==> src/rtl/alu_ctrl_pkg.sv <==
// Shared encodings for the EX-stage ALU control and the multiply/divide engine.
package alu_ctrl_pkg;

    // Op class from the main control unit
    localparam logic [2:0] ALUOP_RTYPE = 3'b000;
    localparam logic [2:0] ALUOP_SUB   = 3'b001;
    localparam logic [2:0] ALUOP_SLT   = 3'b010;
    localparam logic [2:0] ALUOP_ADD   = 3'b011;

    // R-type funct codes
    localparam logic [5:0] FN_AND   = 6'b000000;
    localparam logic [5:0] FN_SUB   = 6'b000001;
    localparam logic [5:0] FN_OR    = 6'b000010;
    localparam logic [5:0] FN_XOR   = 6'b000011;
    localparam logic [5:0] FN_SLT   = 6'b000100;
    localparam logic [5:0] FN_SRL   = 6'b000101;
    localparam logic [5:0] FN_SRA   = 6'b000110;
    localparam logic [5:0] FN_ADD   = 6'b000111;
    localparam logic [5:0] FN_MULTU = 6'b001000;
    localparam logic [5:0] FN_DIVU  = 6'b001001;

    // ALU control words
    localparam logic [3:0] ALUC_AND = 4'b0000;
    localparam logic [3:0] ALUC_SUB = 4'b0001;
    localparam logic [3:0] ALUC_ADD = 4'b0010;
    localparam logic [3:0] ALUC_SRL = 4'b0011;
    localparam logic [3:0] ALUC_SRA = 4'b0100;
    localparam logic [3:0] ALUC_OR  = 4'b0101;
    localparam logic [3:0] ALUC_XOR = 4'b0110;
    localparam logic [3:0] ALUC_SLT = 4'b0111;

    typedef enum logic [1:0] {
        MD_IDLE = 2'b00,
        MD_MUL  = 2'b01,
        MD_DIV  = 2'b10,
        MD_DONE = 2'b11
    } md_state_t;

    // True for the funct codes handled by the multi-cycle engine
    function automatic logic is_md_fn(input logic [5:0] fn);
        return (fn == FN_MULTU) || (fn == FN_DIVU);
    endfunction

endpackage

==> src/rtl/alu_exec_ctrl_md_iter_core.sv <==
// Iterative one-bit-per-cycle MULTU/DIVU datapath with HI/LO result registers.
// Multiply: {acc,q} is shifted right, adding the multiplicand into acc when q[0]=1.
// Divide: restoring division, acc holds the partial remainder, q the dividend/quotient.
// Both leave the high half in acc and the low half in q, so commit is shared.
module md_iter_core
    import alu_ctrl_pkg::*;
#(
    parameter int WIDTH = 32,
    parameter int CW    = $clog2(WIDTH) + 1
) (
    input  logic             clk,
    input  logic             rst_n,
    input  logic             i_load_mul,
    input  logic             i_load_div,
    input  logic             i_step,
    input  logic             i_commit,
    input  logic             i_commit_dbz,
    input  logic             i_clear,
    input  logic [WIDTH-1:0] i_a,
    input  logic [WIDTH-1:0] i_b,
    output logic             o_last,
    output logic [WIDTH-1:0] o_hi,
    output logic [WIDTH-1:0] o_lo
);

    localparam logic [CW-1:0] CNT_INIT = CW'(WIDTH);
    localparam logic [CW-1:0] CNT_ONE  = CW'(1);

    logic             r_div;
    logic [WIDTH-1:0] r_dsr;
    logic [WIDTH-1:0] r_acc;
    logic [WIDTH-1:0] r_q;
    logic [CW-1:0]    r_cnt;
    logic [WIDTH-1:0] r_hi;
    logic [WIDTH-1:0] r_lo;

    logic [WIDTH:0]   w_sum;
    logic [WIDTH:0]   w_shift;
    logic             w_ge;
    logic [WIDTH-1:0] w_diff;
    logic [WIDTH-1:0] w_acc_nxt;
    logic [WIDTH-1:0] w_q_nxt;

    // One iteration of either algorithm, selected by the latched mode
    always_comb begin
        w_sum     = {1'b0, r_acc} + {1'b0, r_dsr};
        w_shift   = {r_acc, r_q[WIDTH-1]};
        w_ge      = (w_shift >= {1'b0, r_dsr});
        w_diff    = w_shift[WIDTH-1:0] - r_dsr;
        w_acc_nxt = r_acc;
        w_q_nxt   = r_q;
        if (r_div) begin
            w_acc_nxt = w_ge ? w_diff : w_shift[WIDTH-1:0];
            w_q_nxt   = {r_q[WIDTH-2:0], w_ge};
        end else if (r_q[0]) begin
            w_acc_nxt = w_sum[WIDTH:1];
            w_q_nxt   = {w_sum[0], r_q[WIDTH-1:1]};
        end else begin
            w_acc_nxt = {1'b0, r_acc[WIDTH-1:1]};
            w_q_nxt   = {r_acc[0], r_q[WIDTH-1:1]};
        end
    end

    // Operand load, iteration and bit counter; the counter parks at 1 on the last step
    always_ff @(posedge clk or negedge rst_n) begin
        if (!rst_n) begin
            r_div <= 1'b0;
            r_dsr <= '0;
            r_acc <= '0;
            r_q   <= '0;
            r_cnt <= '0;
        end else if (i_clear) begin
            r_cnt <= '0;
        end else if (i_load_mul) begin
            r_div <= 1'b0;
            r_dsr <= i_a;
            r_q   <= i_b;
            r_acc <= '0;
            r_cnt <= CNT_INIT;
        end else if (i_load_div) begin
            r_div <= 1'b1;
            r_dsr <= i_b;
            r_q   <= i_a;
            r_acc <= '0;
            r_cnt <= CNT_INIT;
        end else if (i_step) begin
            r_acc <= w_acc_nxt;
            r_q   <= w_q_nxt;
            if (r_cnt != CNT_ONE) begin
                r_cnt <= r_cnt - CNT_ONE;
            end
        end
    end

    // HI/LO capture: final iteration result, or the divide-by-zero convention
    always_ff @(posedge clk or negedge rst_n) begin
        if (!rst_n) begin
            r_hi <= '0;
            r_lo <= '0;
        end else if (i_commit_dbz) begin
            r_hi <= i_a;
            r_lo <= '1;
        end else if (i_commit) begin
            r_hi <= w_acc_nxt;
            r_lo <= w_q_nxt;
        end
    end

    assign o_last = (r_cnt == CNT_ONE);
    assign o_hi   = r_hi;
    assign o_lo   = r_lo;

endmodule

==> src/rtl/alu_exec_ctrl.sv <==
// EX-stage ALU control: combinational ALUcnt decode plus the MULTU/DIVU sequencer.
//
// state   | meaning
// --------+---------------------------------------------------------------
// MD_IDLE | no multi-cycle op in flight; a MULTU/DIVU in EX may start
// MD_MUL  | shift-add multiply, one multiplier bit per cycle, stalling
// MD_DIV  | restoring divide, one quotient bit per cycle, stalling
// MD_DONE | HI/LO were written on entry; md_done pulse, pipeline released
module alu_exec_ctrl
    import alu_ctrl_pkg::*;
#(
    parameter int WIDTH   = 32,
    parameter int CNT_W   = 4,
    parameter int ALUOP_W = 3
) (
    input  logic               clk,
    input  logic               rst_n,
    input  logic [ALUOP_W-1:0] ALUOp,
    input  logic [5:0]         Function,
    input  logic               ex_valid,
    input  logic               flush,
    input  logic [WIDTH-1:0]   A,
    input  logic [WIDTH-1:0]   B,
    output logic [CNT_W-1:0]   ALUcnt,
    output logic               stall,
    output logic               md_done,
    output logic               md_dbz,
    output logic [WIDTH-1:0]   Hi,
    output logic [WIDTH-1:0]   Lo
);

    md_state_t r_state;
    md_state_t w_state_nxt;
    logic      r_dbz;

    logic [3:0] w_alucnt;
    logic       w_rtype;
    logic       w_start;
    logic       w_b_zero;
    logic       w_last;
    logic       w_load_mul;
    logic       w_load_div;
    logic       w_step;
    logic       w_commit;
    logic       w_commit_dbz;

    // ALU control decode; depends only on ALUOp/Function, never on the sequencer
    always_comb begin
        w_alucnt = ALUC_AND;
        case (ALUOp)
            ALUOP_W'(ALUOP_RTYPE): begin
                case (Function)
                    FN_AND:  w_alucnt = ALUC_AND;
                    FN_SUB:  w_alucnt = ALUC_SUB;
                    FN_OR:   w_alucnt = ALUC_OR;
                    FN_XOR:  w_alucnt = ALUC_XOR;
                    FN_SLT:  w_alucnt = ALUC_SLT;
                    FN_SRL:  w_alucnt = ALUC_SRL;
                    FN_SRA:  w_alucnt = ALUC_SRA;
                    FN_ADD:  w_alucnt = ALUC_ADD;
                    default: w_alucnt = ALUC_ADD;
                endcase
            end
            ALUOP_W'(ALUOP_SUB): w_alucnt = ALUC_SUB;
            ALUOP_W'(ALUOP_SLT): w_alucnt = ALUC_SLT;
            default:             w_alucnt = ALUC_AND;
        endcase
    end

    assign ALUcnt   = CNT_W'(w_alucnt);
    assign w_rtype  = (ALUOp == ALUOP_W'(ALUOP_RTYPE));
    assign w_b_zero = (B == '0);
    assign w_start  = ex_valid && !flush && (r_state == MD_IDLE) && w_rtype && is_md_fn(Function);

    // State register
    always_ff @(posedge clk or negedge rst_n) begin
        if (!rst_n) begin
            r_state <= MD_IDLE;
        end else begin
            r_state <= w_state_nxt;
        end
    end

    // Next state, datapath strobes, stall and done; flush aborts from any state
    always_comb begin
        w_state_nxt  = r_state;
        w_load_mul   = 1'b0;
        w_load_div   = 1'b0;
        w_step       = 1'b0;
        w_commit     = 1'b0;
        w_commit_dbz = 1'b0;
        stall        = 1'b0;
        md_done      = 1'b0;
        case (r_state)
            MD_IDLE: begin
                if (w_start) begin
                    stall = 1'b1;
                    if (Function == FN_MULTU) begin
                        w_load_mul  = 1'b1;
                        w_state_nxt = MD_MUL;
                    end else if (w_b_zero) begin
                        w_commit_dbz = 1'b1;
                        w_state_nxt  = MD_DONE;
                    end else begin
                        w_load_div  = 1'b1;
                        w_state_nxt = MD_DIV;
                    end
                end
            end
            MD_MUL, MD_DIV: begin
                if (flush) begin
                    w_state_nxt = MD_IDLE;
                end else begin
                    stall  = 1'b1;
                    w_step = 1'b1;
                    if (w_last) begin
                        w_commit    = 1'b1;
                        w_state_nxt = MD_DONE;
                    end
                end
            end
            MD_DONE: begin
                md_done     = 1'b1;
                w_state_nxt = MD_IDLE;
            end
            default: w_state_nxt = MD_IDLE;
        endcase
    end

    // Divide-by-zero flag: cleared by every start, set only by a zero-divisor start
    always_ff @(posedge clk or negedge rst_n) begin
        if (!rst_n) begin
            r_dbz <= 1'b0;
        end else if (w_start) begin
            r_dbz <= w_commit_dbz;
        end
    end

    assign md_dbz = r_dbz;

    md_iter_core #(
        .WIDTH (WIDTH)
    ) u_md_iter_core (
        .clk          (clk),
        .rst_n        (rst_n),
        .i_load_mul   (w_load_mul),
        .i_load_div   (w_load_div),
        .i_step       (w_step),
        .i_commit     (w_commit),
        .i_commit_dbz (w_commit_dbz),
        .i_clear      (flush),
        .i_a          (A),
        .i_b          (B),
        .o_last       (w_last),
        .o_hi         (Hi),
        .o_lo         (Lo)
    );

endmodule

==> config.mk <==
export PLATFORM = sky130hd
export DESIGN_NAME = alu_exec_ctrl
export DESIGN_NICKNAME = d
export VERILOG_FILES = /design/src/rtl/alu_ctrl_pkg.sv /design/src/rtl/alu_exec_ctrl_md_iter_core.sv /design/src/rtl/alu_exec_ctrl.sv
export SDC_FILE = /design/constraint.sdc
export NUM_CORES = 1
export LEC_CHECK = 0
export CORE_MARGIN = 5
export CORE_UTILIZATION = 25
export CTS_CLUSTER_DIAMETER = 200
export DETAILED_ROUTE_END_ITERATION = 6
export GPL_TIMING_DRIVEN = 0
export PLACE_DENSITY_LB_ADDON = 0.15
export SKIP_CTS_REPAIR_TIMING = 1
export SYNTH_ARGS = -nofsm -noshare
export SYNTH_HDL_FRONTEND = slang
export SYNTH_SLANG_ARGS = --single-unit
==> constraint.sdc <==
create_clock -name clk -period 5.7 [get_ports clk]
set_input_delay 1.14 -clock clk [delete_from_list [all_inputs] [get_ports clk]]
set_output_delay 1.14 -clock clk [all_outputs]
set_load 0.02 [all_outputs]
== Word-level counts from Yosys, hierarchy flattened ==
Memories as Yosys holds them, arrays and structs flattened.
Index checks and enable logic that the tools add are counted.
W data, S select, Z words.

* Memories: 1
* Latch bits: 0
* RAM bits: 0
* Input bits: 77
* Logic and storage cells: 97
* Bits in read-only memories: 24
* Register bits after elaboration: 170

* Shift-type cells: 0
* Divide/modulo/power cells: 0
* Multiplexer cells: 51
* Reduce and logical (&&, ||, !) cells: 20
* Bitwise operators: 1
* Equality and inequality tests: 11
* Magnitude comparators: 1
* Multipliers: 0
* Add/sub/neg operators: 3

{| class="wikitable"
|+ Memory list
! name !! words !! width !! rd ports !! clocked after memory_dff !! write ports !! line !! source
|-
| (name not given) || 8 || 3 || 1 || 0 || 0 || alu_exec_ctrl.sv:52 || <nowiki>case (Function)</nowiki>
|}

{| class="wikitable"
|+ Operators by type and width
! operator !! number
|-
| $mux W32 || 17
|-
| $add A32 B32 Y33 || 1
|-
| $ge A33 B32 Y1 || 1
|-
| $logic_not A32 Y1 || 1
|-
| $sub A32 B32 Y32 || 1
|-
| $mux W6 || 5
|-
| $mux W1 || 21
|-
| $eq A6 B4 Y1 const B || 2
|-
| $pmux W4 S3 || 1
|-
| $mux W2 || 4
|-
| $reduce_and A2 Y1 || 4
|-
| $reduce_bool A4 Y1 || 2
|-
| $eq A6 B1 Y1 const B || 1
|-
| $logic_not A3 Y1 || 2
|-
| $ne A6 B1 Y1 const B || 1
|-
| $pmux W2 S3 || 1
|-
| $sub A6 B1 Y6 const B || 1
|-
| $eq A2 B2 Y1 const B || 2
|-
| $logic_and A1 B1 Y1 || 4
|-
| $mux W4 || 1
|-
| $reduce_bool A2 Y1 || 2
|-
| $eq A3 B1 Y1 const B || 1
|-
| $eq A3 B2 Y1 const B || 1
|-
| $ne A3 B2 Y1 const B || 1
|-
| 9 further kinds || 9
|}

== Longest topological paths before layout ==
* Depth after elaboration: 10
* Gate-level depth with buffers: 14

== Cells and area by module ==
A second synthesis with hierarchy kept.

* Cells, all modules: 1567
* Area, all modules: 13120.1 um2

{| class="wikitable"
|+ Modules (own cells, without submodules)
! module !! instances !! seq. area each (um2) !! cells each !! area an instance (um2)
|-
| md_iter_core || 1 || 4179.0 || 1500 || 12583.3
|-
| alu_exec_ctrl || 1 || 75.1 || 67 || 536.8
|}

== Worst setup path before layout ==
No wires, ideal clock.

* Path kind: in2out
* Start: input port Function[2]
* End: output port stall
* Setup slack: 2228 ps
* Stages on the path: 5
* Arrival: 2332 ps
* Path buffers: 0
* Cells stage by stage: nor4b_1 > nand4_1 > nor3_2 > o21ai_2 > a21oi_1

* Longest elaborated chain between the ends: 5
* Elaborated cells on any way between the ends: 6

{| class="wikitable"
|+ RTL lines
! what !! line !! source
|-
| start: declaration || alu_exec_ctrl.sv:19 || <nowiki>input logic [5:0] Function,</nowiki>
|-
| $eq A6 B4 Y1 || alu_ctrl_pkg.sv:41 || <nowiki>return (fn == FN_MULTU) || (fn == FN_DIVU);</nowiki>
|-
| $logic_or A1 B1 Y1 (*) || alu_ctrl_pkg.sv:41 ||
|-
| $logic_and A1 B1 Y1 (*) || alu_exec_ctrl.sv:73 || <nowiki>assign w_start = ex_valid && !flush && (r_state == MD_IDLE) && w_rtype && is_md_fn(Function);</nowiki>
|-
| $mux W1 (*) || alu_exec_ctrl.sv:96 || <nowiki>if (w_start) begin</nowiki>
|-
| $pmux W1 S2 (*) || alu_exec_ctrl.sv:94 || <nowiki>case (r_state)</nowiki>
|-
| end: declaration || alu_exec_ctrl.sv:25 || <nowiki>output logic stall,</nowiki>
|}

Every way passes the cells marked *; elsewhere a longest branch is shown, timed or not.

== Worst setup path in the final report ==
* Start: input port flush
* End: output port stall

* Longest elaborated chain between the ends: 7
* Elaborated cells on any way between the ends: 8

{| class="wikitable"
|+ RTL lines
! what !! line !! source
|-
| start: declaration || alu_exec_ctrl.sv:21 || <nowiki>input logic flush,</nowiki>
|-
| $logic_not A1 Y1 || alu_exec_ctrl.sv:73 ||
|-
| $logic_and A1 B1 Y1 (4 in series) || alu_exec_ctrl.sv:73 ||
|-
| $mux W1 || alu_exec_ctrl.sv:96 ||
|-
| $pmux W1 S2 (*) || alu_exec_ctrl.sv:94 ||
|}

Marked as above.

==> results.txt <==
----------------------------------------------------
[Outcome]
  Result of the run ... finished clean

[Place]
  Placed cell area ... 15000 µm²
  Routability-driven placement congestion ratio ... 0.909
  Count of buffers from port buffering ... 145
  Detailed-placement wirelength estimate ... 44200 µm
  Post-placement cell count ... 2436

[Cells and area]
  Post-route core utilization ... 0.311
  Commonest non-fill, non-tap cell in the layout ... nand2_1
  Antenna Diode Count ... 0
  Non-filler instance count after layout ... 2468
  Layout overhead on the synthesized area ... 23.0%
  Final Instance Area ... 15600 µm²
  Nets ... 1932
  Commonest non-fill, non-tap cells in the layout ... nand2_1 (270), a21oi_1 (170), dfrtp_1 (170)
  Share of post-route cells with drive strength above 1 ... 0.0429

[Timing]
  Fmax achieved ... 199 MHz
  Aggregate negative setup slack ... 0 ps
  Final Hold Slack ... 515 ps
  Final hold viol count ... 0
  Worst-Margin Slew ... 1150 ps
  Final critical path time including I/O delays and setup ... 5010 ps
  Unrepaired setup endpoints after global routing ... false
  Slew HR ... 0.226
  Final critical-path share of the clock period ... 0.879
  Total setup violations reported at the end of the flow ... 0
  Post-route clock skew ... 10.7 ps
  Final max-slew violation count ... 0

[Die]
  Area inside the core boundary ... 50100 µm²
  Chip height ... 235 µm
  Boundary pin count ... 148
  Horizontal extent of the die ... 235 µm
  Number of rows in the core area ... 82
  Initial standard-cell utilization of the core ... 0.253
  Full die area ... 55200 µm²

[Critical path]
  Worst setup EP type ... output port
  Category of the worst setup path launch point ... input port
  Critical Path AT ... 3870 ps
  FF-to-FF Start ... u_md_iter_core.r_dsr[9]
  Maximum net fanout on the critical path ... 10
  Crit path kind ... in -> out
  Worst-case reg-to-reg path depth ... 11
  Critical path data required time ... 4560 ps
  Reg-to-reg critical path endpoint ... u_md_iter_core.r_q[0]
  Slack of the worst reg-to-reg path ... 1320 ps

[Clock tree]
  Number of buffers created by CTS ... 17
  Htree depth ... 4
  Bufs on Longest Clock Path ... 2
  Count of clock tree sinks ... 170
  Clock insertion delay at the later pin of the skew report ... 450 ps
  CTS tree ... done
  Post-CTS clock slew at the launch and capture registers of the worst setup and hold paths ... 80 ps
  Clock root buffer ... clkbuf_16

[Job]
  Max-capacitance violation count ... 0

[Route]
  # DRC ... 0
  Routed Antenna Nets ... 0
  Via density per instance ... 5.15
  Via total after detailed routing ... 12700
  Total iterations of the first detailed-routing run ... 7
  Routed length per placed instance ... 22.2 µm
  Total Routed Length ... 54900 µm
  Number of violations reported at the end of detailed-routing iteration 0 ... 898

[Pwr]
  Ratio of total power to cell area ... 541 nW/µm²
  Worst VDD drop ... 174 µV
  Lkg Pwr ... 6.46 nW

[Yosys]
  Synthesized instance count ... 1618
  Fraction of registers with async set/reset ... 1.00
  Leading register cell type out of synthesis ... dfrtp_1
  Mean Syn Cell Area ... 7.82 µm²
  Syn Std Cell Area ... 12700 µm²
  Post-synth EDFFs ... 0
  Total of warnings raised by yosys ... 0
  Top cells by area, synth ... dfrtp_1 (34%), nand2_1 (8.0%), ha_1 (6.9%)
  Biggest area consumer among synthesized cells ... dfrtp_1
  Net count after synthesis ... 1767
  Share of Yosys cell area claimed by the top area cell type ... 0.336
  Share of synthesized area occupied by flip-flops and latches ... 0.336
  Number of unique standard cell types used by synthesis ... 79
  Synthesis-stage register bit count ... 170

[Worst hold path]
  Worst hold start ... u_md_iter_core.o_lo[0]
  Endpoint of the worst hold-timing path ... u_md_iter_core.o_lo[0]
  Hold WC Path Type ... reg -> reg
  Hold Path Cell Cnt ... 2

[Global route]
  First-pass GRT wire length ... 82700 µm
  Number of antenna violations at the first check in global routing ... 1
  Gr ovfl total ... 0
  Overall Global Routing Usage ... 0.192
  Pin count of the biggest net entering global routing ... 92
  Number of global-route vias before repair ... 12800

----------------------------------------------------
-- layout make-up --
cell class                 count  area [µm²]
multi-input combinational   1285        7750
clock buffer                  18         429
tap                          672         841
sequential                   170        4250
fill                        5481       34500
timing repair buffer         146        1480
inverter                      62         233
buffer                       101         419
clock inverter                14         155
-- flip-flops by register name, indices dropped and copies added, names as in the netlist --
name / cells
u_md_iter_core.r_dsr: 32
u_md_iter_core.r_cnt: 6
u_md_iter_core.r_acc: 32
u_md_iter_core.o_hi: 32
md_dbz: 1
u_md_iter_core.r_q: 32
u_md_iter_core.o_lo: 32
r_state: 2
u_md_iter_core.r_div: 1
-- metrics by stage --
stage | power (mW) | setup WS, ps
floorplan | 5.29 | 2230
global placement | 7.18 | -4270
detailed placement | 7.18 | 704
CTS | 8.44 | 694
global route | 9.06 | 595
finish | 8.42 | 687
-- worst max-delay path: stages --
cell             delay (ps)
clkbuf_1                370
nand2b_1                290
clkbuf_1                550
buf_1                   720
a21oi_1                 220
clkdlybuf4s50_1         590
-- report_power, final --
| part | total [mW] | leakage [nW] | switching (mW) | internal, mW |
|---|---|---|---|---|
| clock | 1.21 | 0.277 | 0.590 | 0.623 |
| sequential | 2.11 | 2.11 | 0.465 | 1.64 |
| combinational | 5.10 | 4.07 | 3.11 | 1.99 |
-- worst max path at each step --
stage | startpoint | endpoint | slack (ps) | cells past startpoint
2_1_floorplan | Function[2] | stall | 2230 | 5
3_3_place_gp | rst_n | u_md_iter_core.r_acc[26] | -4270 | 1
3_5_place_dp | flush | stall | 700 | 6
4_1_cts | flush | stall | 690 | 6
5_1_grt | flush | stall | 590 | 6
6_report | flush | stall | 690 | 6
-- kinds of logic after synthesis --
| logic type | share of synthesized area |
|---|---|
| AO/OA/AOI/OAI | 0.265 |
| XOR/XNOR | 0.0318 |
| adder cells (fa/ha/maj) | 0.0724 |
| buffers and inverters | 0.0515 |
| flip-flops | 0.336 |
| multiplexers | 0.0447 |
| other | 0.000296 |
| AND/OR/NAND/NOR | 0.199 |
-- per-layer routing --
metal / vias to the layer above / wire length (µm) / GRT usage
met5: - / 12 / 0
met1: 6116 / 24700 / 0.259
met3: 54 / 2880 / 0.0298
met2: 377 / 26100 / 0.324
li1: 6155 / - / -
met4: 2 / 1180 / 0.0506
-- synth_stat cells, types with 3 or more instances --
cell type	instances
buf_2	20
nand2b_1	10
inv_1	60
a21oi_1	170
o21ai_0	142
nor2_1	122
or3_1	10
a211oi_1	25
xor2_1	18
mux2i_1	52
dfrtp_1	170
ha_1	70
nor3_1	30
a21o_1	28
a221oi_1	6
buf_1	8
o211ai_1	58
xnor2_1	28
mux2_2	4
nand3b_1	3
o21ai_1	11
a31o_2	3
or4_1	4
a311oi_1	6
nand2_1	270
nand3_1	38
and3_1	17
o21a_1	8
o22ai_1	3
nor2b_1	14
o21bai_1	8
a31oi_1	39
nor4_1	13
clkbuf_1	70
a21boi_0	5
nand4_1	13
and2_1	5
No activity file was read; power rests on OpenSTA's default activity.
